==> src/rtl/mp_add_seq_if.sv <==
// mp_add_seq_if: operand stream, external adder and result stream signals of the sequencer
interface mp_add_seq_if;
  logic        in_valid, in_ready, in_first, in_last, in_sub;
  logic [15:0] in_a, in_b;
  logic [15:0] add_a, add_b, add_s;
  logic        add_cin, add_cout;
  logic        out_valid, out_ready, out_last, out_cout, out_ovf, out_err;
  logic [15:0] out_sum;
  modport master (
    input  in_valid, in_a, in_b, in_first, in_last, in_sub, add_s, add_cout, out_ready,
    output in_ready, add_a, add_b, add_cin, out_valid, out_sum, out_last, out_cout, out_ovf, out_err
  );
  modport slave (
    output in_valid, in_a, in_b, in_first, in_last, in_sub, add_s, add_cout, out_ready,
    input  in_ready, add_a, add_b, add_cin, out_valid, out_sum, out_last, out_cout, out_ovf, out_err
  );
endinterface

==> src/rtl/mp_add_seq.sv <==
// mp_add_seq: multi-precision add/subtract sequencer chaining carries through an external 16-bit adder
module mp_add_seq #(
  parameter int MAX_WORDS = 8
) (
  input logic         clk,
  input logic         rst,
  mp_add_seq_if.master bus
);
  localparam int CW = $clog2(MAX_WORDS + 1);
  typedef enum logic {IDLE, MID} state_t;
  state_t        state;
  logic [CW-1:0] cnt, ncnt;
  logic [15:0]   s1_a, s1_b;
  logic          s1_valid, s1_sub, s1_first, s1_last, s1_err, op_sub, carry_r;
  logic          s2_free, acc, move, w_first, w_lim, w_last, w_err;
  assign s2_free      = !bus.out_valid || bus.out_ready;
  assign bus.in_ready = !rst && (!s1_valid || s2_free);
  assign acc          = bus.in_valid && bus.in_ready;
  assign move         = s1_valid && s2_free;
  assign bus.add_a    = s1_a;
  assign bus.add_b    = s1_sub ? ~s1_b : s1_b;
  assign bus.add_cin  = s1_first ? s1_sub : carry_r;
  // A word starts a new operand in IDLE or when in_first forces a restart mid-operand
  always_comb begin
    w_first = (state == IDLE) || bus.in_first;
    ncnt    = w_first ? CW'(1) : cnt + CW'(1);
    w_lim   = !w_first && (ncnt == CW'(MAX_WORDS));
    w_last  = bus.in_last || w_lim;
    w_err   = ((state == IDLE) ^ bus.in_first) || (w_lim && !bus.in_last);
  end
  always_ff @(posedge clk) begin
    if (rst) begin
      state         <= IDLE;
      cnt           <= '0;
      op_sub        <= 1'b0;
      carry_r       <= 1'b0;
      s1_valid      <= 1'b0;
      s1_a          <= '0;
      s1_b          <= '0;
      s1_sub        <= 1'b0;
      s1_first      <= 1'b0;
      s1_last       <= 1'b0;
      s1_err        <= 1'b0;
      bus.out_valid <= 1'b0;
      bus.out_sum   <= '0;
      bus.out_last  <= 1'b0;
      bus.out_cout  <= 1'b0;
      bus.out_ovf   <= 1'b0;
      bus.out_err   <= 1'b0;
    end else begin
      if (acc) begin
        state    <= w_last ? IDLE : MID;
        cnt      <= ncnt;
        op_sub   <= w_first ? bus.in_sub : op_sub;
        s1_a     <= bus.in_a;
        s1_b     <= bus.in_b;
        s1_sub   <= w_first ? bus.in_sub : op_sub;
        s1_first <= w_first;
        s1_last  <= w_last;
        s1_err   <= w_err;
      end
      s1_valid <= acc || (s1_valid && !move);
      if (move) begin
        carry_r      <= !s1_last && bus.add_cout;
        bus.out_sum  <= bus.add_s;
        bus.out_cout <= bus.add_cout;
        bus.out_ovf  <= s1_last && (bus.add_a[15] == bus.add_b[15]) && (bus.add_s[15] != bus.add_a[15]);
        bus.out_last <= s1_last;
        bus.out_err  <= s1_err;
      end
      bus.out_valid <= move || (bus.out_valid && !bus.out_ready);
    end
  end
endmodule

==> src/flat_wrapper.sv <==
// flat-port wrapper written by rule: the top's interface ports become plain ports
module mp_add_seq_flat 
#(
  parameter int MAX_WORDS = 8
)
  (clk, rst, bus_in_valid, bus_in_a, bus_in_b, bus_in_first, bus_in_last, bus_in_sub, bus_add_s, bus_add_cout, bus_out_ready, bus_in_ready, bus_add_a, bus_add_b, bus_add_cin, bus_out_valid, bus_out_sum, bus_out_last, bus_out_cout, bus_out_ovf, bus_out_err);
  mp_add_seq_if bus_i ();
  input logic clk;
  input logic rst;
  input wire logic [$bits(bus_i.in_valid)-1:0] bus_in_valid;
  input wire logic [$bits(bus_i.in_a)-1:0] bus_in_a;
  input wire logic [$bits(bus_i.in_b)-1:0] bus_in_b;
  input wire logic [$bits(bus_i.in_first)-1:0] bus_in_first;
  input wire logic [$bits(bus_i.in_last)-1:0] bus_in_last;
  input wire logic [$bits(bus_i.in_sub)-1:0] bus_in_sub;
  input wire logic [$bits(bus_i.add_s)-1:0] bus_add_s;
  input wire logic [$bits(bus_i.add_cout)-1:0] bus_add_cout;
  input wire logic [$bits(bus_i.out_ready)-1:0] bus_out_ready;
  output wire logic [$bits(bus_i.in_ready)-1:0] bus_in_ready;
  output wire logic [$bits(bus_i.add_a)-1:0] bus_add_a;
  output wire logic [$bits(bus_i.add_b)-1:0] bus_add_b;
  output wire logic [$bits(bus_i.add_cin)-1:0] bus_add_cin;
  output wire logic [$bits(bus_i.out_valid)-1:0] bus_out_valid;
  output wire logic [$bits(bus_i.out_sum)-1:0] bus_out_sum;
  output wire logic [$bits(bus_i.out_last)-1:0] bus_out_last;
  output wire logic [$bits(bus_i.out_cout)-1:0] bus_out_cout;
  output wire logic [$bits(bus_i.out_ovf)-1:0] bus_out_ovf;
  output wire logic [$bits(bus_i.out_err)-1:0] bus_out_err;
  assign bus_i.in_valid = bus_in_valid;
  assign bus_i.in_a = bus_in_a;
  assign bus_i.in_b = bus_in_b;
  assign bus_i.in_first = bus_in_first;
  assign bus_i.in_last = bus_in_last;
  assign bus_i.in_sub = bus_in_sub;
  assign bus_i.add_s = bus_add_s;
  assign bus_i.add_cout = bus_add_cout;
  assign bus_i.out_ready = bus_out_ready;
  assign bus_in_ready = bus_i.in_ready;
  assign bus_add_a = bus_i.add_a;
  assign bus_add_b = bus_i.add_b;
  assign bus_add_cin = bus_i.add_cin;
  assign bus_out_valid = bus_i.out_valid;
  assign bus_out_sum = bus_i.out_sum;
  assign bus_out_last = bus_i.out_last;
  assign bus_out_cout = bus_i.out_cout;
  assign bus_out_ovf = bus_i.out_ovf;
  assign bus_out_err = bus_i.out_err;
  mp_add_seq #(.MAX_WORDS(MAX_WORDS)) u_core (.clk(clk), .rst(rst), .bus(bus_i));
endmodule
==> config.mk <==
export PLATFORM = sky130hd
export DESIGN_NAME = mp_add_seq_flat
export DESIGN_NICKNAME = d
export VERILOG_FILES = /design/src/rtl/mp_add_seq_if.sv /design/src/rtl/mp_add_seq.sv /design/src/flat_wrapper.sv
export SDC_FILE = /design/constraint.sdc
export NUM_CORES = 1
export LEC_CHECK = 0
export CELL_PAD_IN_SITES_DETAIL_PLACEMENT = 1
export CELL_PAD_IN_SITES_GLOBAL_PLACEMENT = 2
export CORE_AREA = 3 3 137 86
export DETAILED_ROUTE_END_ITERATION = 8
export DIE_AREA = 0 0 140 89
export PLACE_DENSITY_LB_ADDON = 0.25
export SYNTH_ARGS = -nofsm -noshare
export SYNTH_HDL_FRONTEND = slang
export SYNTH_SLANG_ARGS = --single-unit
==> constraint.sdc <==
create_clock -name clk -period 2.7 [get_ports clk]
set_input_delay 0.27 -clock clk [delete_from_list [all_inputs] [get_ports clk]]
set_output_delay 0.27 -clock clk [all_outputs]
set_load 0.02 [all_outputs]
==> results of run 1 <==
[cell families after synthesis]
kind of cell / after synthesis / synth area share
xor+xnor: 18 / 0.0653
compound gates: 68 / 0.147
fa+ha+maj: 2 / 0.00988
flops: 64 / 0.506
simple gates: 130 / 0.210
mux: 2 / 0.00890
buf+inv: 26 / 0.0534
[sequential cells by signal, indices dropped and copies added, names as in the netlist, 4 cells and up]
signal              count
u_core.bus.out_sum     16
u_core.s1_b            16
u_core.cnt              4
u_core.bus.add_a       16
[metrics by stage]
step / total power, mW / instances / utilization
after floorplan: 1.28 / 310 / -
final: 2.68 / 562 / 0.386
after global routing: 2.81 / 562 / 0.386
after global placement: 1.53 / 546 / 0.358
after detailed placement: 1.54 / 546 / 0.358
after CTS: 2.73 / 562 / 0.386
[power by group through the flow]
stage | clock network [mW] | logic [mW] | registers, mW
floorplan | 0 | 0.186 | 1.09
global placement | 0 | 0.474 | 1.06
detailed placement | 0 | 0.481 | 1.06
CTS | 1.21 | 0.483 | 1.04
global route | 1.25 | 0.515 | 1.05
finish | 1.17 | 0.473 | 1.04
[worst min path at each step]
stage,endpoint,slack (ns)
after floorplan,u_core.s1_err$_SDFFE_PP0P_,0.37
after global placement,u_core.carry_r$_SDFFE_PP0P_,0.44
after detailed placement,u_core.bus.out_sum[0]$_SDFFE_PP0P_,0.45
after CTS,u_core.bus.out_sum[5]$_SDFFE_PP0P_,0.46
after global routing,u_core.bus.add_a[9]$_SDFFE_PP0P_,0.47
final,u_core.bus.add_a[4]$_SDFFE_PP0P_,0.45
[Yosys cell counts (all sizes together)]
cell type	count	area, µm²
a211oi	2	20.0
a21oi	25	125
a311oi	1	8.76
a31oi	2	12.5
a32o	1	10.0
a41o	1	10.0
and2	2	15.0
and3b	1	8.76
buf	15	92.6
clkbuf	6	23.8
dfxtp	64	1280
ha	2	25.0
inv	5	18.8
mux2	2	22.5
nand2	108	405
nand2b	2	12.5
nand3	4	20.0
nand3b	2	15.0
nor2	7	26.3
nor2b	2	12.5
nor3b	2	15.0
o211ai	1	7.51
o21ai	34	170
o31ai	1	7.51
xnor2	1	8.76
xor2	17	156
[cell type report]
class,instances,area share
clock inverters,3,0.00986
inverters,5,0.00462
repair buffers,118,0.289
flip-flops and latches,64,0.315
multi-input cells,220,0.274
well taps,139,0.0428
clock buffers,13,0.0641
[routing by layer]
metal  share of wire  vias to the layer above  routed length [µm]  track usage
met1            0.50                     1120                3830        0.164
li1                -                     1217                   -            -
met3           0.073                        9                 561       0.0572
met5               0                        -                   0            0
met2            0.41                       74                3170        0.189
met4           0.014                        0                 106       0.0422
[worst reg2reg max path, cell delays in order (launching register included)]
cell      delay, ns
dfxtp_1        0.32
nand2b_1       0.13
and2_1         0.59
buf_4          0.24
nand2_1        0.05
a21oi_1        0.11
==> out/qor.csv, run 1 <==
metric;value;unit
hpwl dp;5540;µm
commonest non-fill, non-tap cell in the layout;clkdlybuf4s50_1;
CP delay by family, top;buffers and inverters;
Max Fclk;479;MHz
via count;2420;
worst IR drop on VDD;271;µV
Synth Warn #;0;
placed inst area;3760;µm²
All-Layer GR Usage;0.126;
Startpoint Class;flop;
DR DRC count;0;
# diodes;0;
Top Ports;111;
Area growth syn-to-layout;60.5;%
CTS root buf;clkbuf_16;
largest net degree at the start of global routing;48;
Resized Gates After CTS;0;
hold path startpoint;u_core.bus.add_a[4]$_SDFFE_PP0P_;
Routed Antenna Nets;0;
Net Sw Frac;0.251;
Crit. Startpoint;u_core.s1_sub$_SDFFE_PP0P_;
initial antenna violation count;0;
Static Leak;1.57;nW
RD Place Congestion;0.679;
clk buf depth;2;
Cells after Synth;310;
Wirelength per Cell;13.6;µm
CTS Sinks;64;
Clock Skew;0.00391;ns
FILL cells;1236;
latest clock arrival within the worst-skew pair;0.33;ns
Buf+Inv Stages, Crit Path;2;
pwr/cell area;660;nW/µm²
first-pass GRT wire length;12500;µm
vias per std cell;4.31;
min Tclk post-route;2.09;ns
Port Buffers;110;
multi-input logic area;1110;µm²
combinational share of power;0.176;
# rows;29;
final-report max-slew violation count;0;
final setup fails;0;
CTS tree;yes;
most frequent cells in the layout;110 x clkdlybuf4s50_1, 108 x nand2_1, 64 x dfxtp_1;
drt pass-1 iters;4;
postcts setup bufs;0;
Reg2Reg Depth;5;
MaxCap Viol Count;0;
CP endpoint;bus_add_b[7];
synthesized cell area;2530;µm²
Initial Util;0.241;
Die X;140;µm
r2r startpoint;u_core.bus.out_valid$_SDFF_PP0_;
Fin Setup TNS;0;ns
layout cells sized above 1;0.0662;
vias in the first global route;2494;
Clock Pin Slew Worst Setup and Hold Paths;0.05;ns
chip height;89;µm
Crit-path slowest cell;clkdlybuf4s50_1;
WS Path Type;flop to output port;
Sequential Area;1280;µm²
flop and latch count out of synthesis;64;
Setup WS pre-CTS;0.647;ns
critical-path maximum fanout;16;
Detailed Route Iter0 Violations;98;
CP arrival;1.82;ns
CTS Hold Bufs;0;
Clock Power Share;0.436;
number of cells on the critical path;3;
Min-Delay Path Depth;2;
NumNets Final;476;
Hold/Removal Path Class;flop to flop;
final hold vios;0;
Syn Nets;368;
grt total ovfl;0;
Post-Route WL;7670;µm
critical path, cell by cell;buf_4 -> xor2_1 -> clkdlybuf4s50_1;
Mean Syn Cell Area;8.17;µm²
Slew headroom;0.470;
Slew @ Worst Pin;0.794;ns
DIE AREA;12500;µm²
worst path required time;2.43;ns
slowest cell delay on critical path;0.63;ns
Pint;2.01;mW
Crit. End Element;output port;
Min Hold Slack;0.451;ns
r2r endpoint;u_core.bus.out_sum[2]$_SDFFE_PP0P_;
outcome;finished clean;
net switching power;0.673;mW
register area share after synthesis;0.506;
sequential share of power;0.388;
H-tree levels;3;
worst reg-to-reg setup slack;1.18;ns
RSZ-0062 raised after global routing;no;
synth unique cells;34;
final non-filler cell area;4060;µm²
setup ws final;0.611;ns
Inserted Clock Buffers;9;
area of the core;10500;µm²
Final Cycle Share;0.774;
No activity file was read; power rests on OpenSTA's default activity.
==> inputs of run 2 (changes only) <==
--- a/config.mk
+++ b/config.mk
@@ -7,9 +7,9 @@
 export LEC_CHECK = 0
 export CELL_PAD_IN_SITES_DETAIL_PLACEMENT = 1
 export CELL_PAD_IN_SITES_GLOBAL_PLACEMENT = 2
-export CORE_AREA = 3 3 137 86
+export CORE_AREA = 3 3 150 94
 export DETAILED_ROUTE_END_ITERATION = 8
-export DIE_AREA = 0 0 140 89
+export DIE_AREA = 0 0 153 97
 export PLACE_DENSITY_LB_ADDON = 0.25
 export SYNTH_ARGS = -nofsm -noshare
 export SYNTH_HDL_FRONTEND = slang
==> constraint.sdc (replaced) <==
create_clock -name clk -period 1.75 [get_ports clk]
set_input_delay 0.175 -clock clk [delete_from_list [all_inputs] [get_ports clk]]
set_output_delay 0.175 -clock clk [all_outputs]
set_load 0.02 [all_outputs]
==> out/qor.csv, run 2 (synthesis gave the netlist of run 1 again) <==
metric;value;unit
outcome;finished clean;
pwr/cell area;999;nW/µm²
Detailed Route Iter0 Violations;53;
Post-Route WL;7910;µm
Startpoint Class;flop;
CP arrival;1.43;ns
Clock Skew;0.00794;ns
Static Leak;1.67;nW
chip height;97;µm
Routed Antenna Nets;0;
multi-input logic area;1110;µm²
Slew headroom;0.784;
CTS root buf;clkbuf_16;
CTS Hold Bufs;0;
Clock Pin Slew Worst Setup and Hold Paths;0.05;ns
# rows;32;
Clock Power Share;0.447;
Top Ports;111;
combinational share of power;0.172;
critical-path maximum fanout;18;
Final Cycle Share;0.916;
Initial Util;0.198;
Net Sw Frac;0.255;
final setup fails;0;
WS Path Type;flop to output port;
RSZ-0062 raised after global routing;no;
final hold vios;0;
clk buf depth;2;
sequential share of power;0.381;
largest net degree at the start of global routing;28;
grt total ovfl;0;
area of the core;12800;µm²
Slew @ Worst Pin;0.324;ns
MaxCap Viol Count;0;
H-tree levels;3;
drt pass-1 iters;4;
Inserted Clock Buffers;9;
hpwl dp;5740;µm
net switching power;1.07;mW
most frequent cells in the layout;108 x nand2_1, 92 x clkdlybuf4s50_1, 64 x dfxtp_1;
setup ws final;0.148;ns
All-Layer GR Usage;0.109;
final-report max-slew violation count;0;
Sequential Area;1280;µm²
initial antenna violation count;0;
Area growth syn-to-layout;66.0;%
RD Place Congestion;0.690;
NumNets Final;480;
min Tclk post-route;1.60;ns
Wirelength per Cell;13.2;µm
worst path required time;1.57;ns
via count;2414;
FILL cells;1484;
commonest non-fill, non-tap cell in the layout;nand2_1;
Crit. End Element;output port;
worst IR drop on VDD;413;µV
# diodes;0;
Hold/Removal Path Class;primary input to flop;
layout cells sized above 1;0.0796;
first-pass GRT wire length;13000;µm
vias per std cell;4.04;
Max Fclk;624;MHz
CTS tree;yes;
Final Power;4.20;mW
DR DRC count;0;
CTS Sinks;64;
vias in the first global route;2571;
latest clock arrival within the worst-skew pair;0.33;ns
Pint;3.13;mW
Port Buffers;110;
Setup WS pre-CTS;-0.0459;ns
Die X;153;µm
DIE AREA;14800;µm²
==> run 2: cell count changes in the layout (fill, tap and decap cells not counted), moves of 2 or more <==
cell | before | now
clkbuf_1 | 2 | 0
buf_12 | 1 | 7
clkdlybuf4s50_1 | 110 | 92
dlygate4sd2_1 | 0 | 18
buf_4 | 7 | 5
==> run 2: through the flow <==
stage | hold slack (ns) | std cells | utilization | cell area (µm²) | setup TNS (ns)
after global placement | 0.441 | 581 | 0.306 | 3910 | -0.0289
after global routing | 0.394 | 597 | 0.329 | 4200 | 0
after CTS | 0.381 | 597 | 0.329 | 4200 | 0
final | 0.396 | 597 | 0.329 | 4200 | 0
after floorplan | 0.278 | 310 | - | 2530 | 0
after detailed placement | 0.446 | 581 | 0.306 | 3910 | -0.0678
==> run 2: layout make-up <==
class                   count  share of cell area
flip-flops and latches     64               0.305
repair buffers            122               0.299
multi-input cells         220               0.265
clock buffers              12              0.0634
well taps                 170              0.0506
clock inverters             4              0.0122
inverters                   5             0.00447
==> run 2: metal layers <==
layer	global-route usage	wire [µm]
met1	0.148	4000
met2	0.154	3240
met3	0.0474	553
met4	0.0349	111
met5	0	0
==> run 2: critical path, cell delays in order, from the launching register on <==
cell           delay [ns]
dfxtp_1              0.35
buf_12               0.19
xor2_1               0.19
dlygate4sd2_1        0.36
==> run 2: what timing repair did <==
item / CTS / global route
setup endpoints to repair: 18 / 0
hold endpoints to repair: 0 / 0
setup buffers: 0 / 0
gates resized for setup: 18 / 0
==> run 2: final timing paths <==
kind,startpoint,cells past startpoint,endpoint,slack [ns]
setup / recovery,u_core.s1_sub$_SDFFE_PP0P_,3,bus_add_b[12],0.15
hold / removal,bus_add_s[12],3,u_core.bus.out_sum[12]$_SDFFE_PP0P_,0.40
setup reg to reg,u_core.cnt[0]$_SDFFE_PP0P_,5,u_core.state$_SDFFE_PP0P_,0.32
hold reg to reg,u_core.bus.out_ovf$_SDFFE_PP0P_,2,u_core.bus.out_ovf$_SDFFE_PP0P_,0.45
==> run 2: power groups by stage <==
stage / registers (mW) / logic (mW) / clock network [mW]
3_3_place_gp: 1.63 / 0.774 / 0
6_report: 1.60 / 0.722 / 1.87
4_1_cts: 1.60 / 0.739 / 1.95
2_1_floorplan: 1.68 / 0.288 / 0
3_5_place_dp: 1.63 / 0.779 / 0
5_1_grt: 1.61 / 0.788 / 2.01
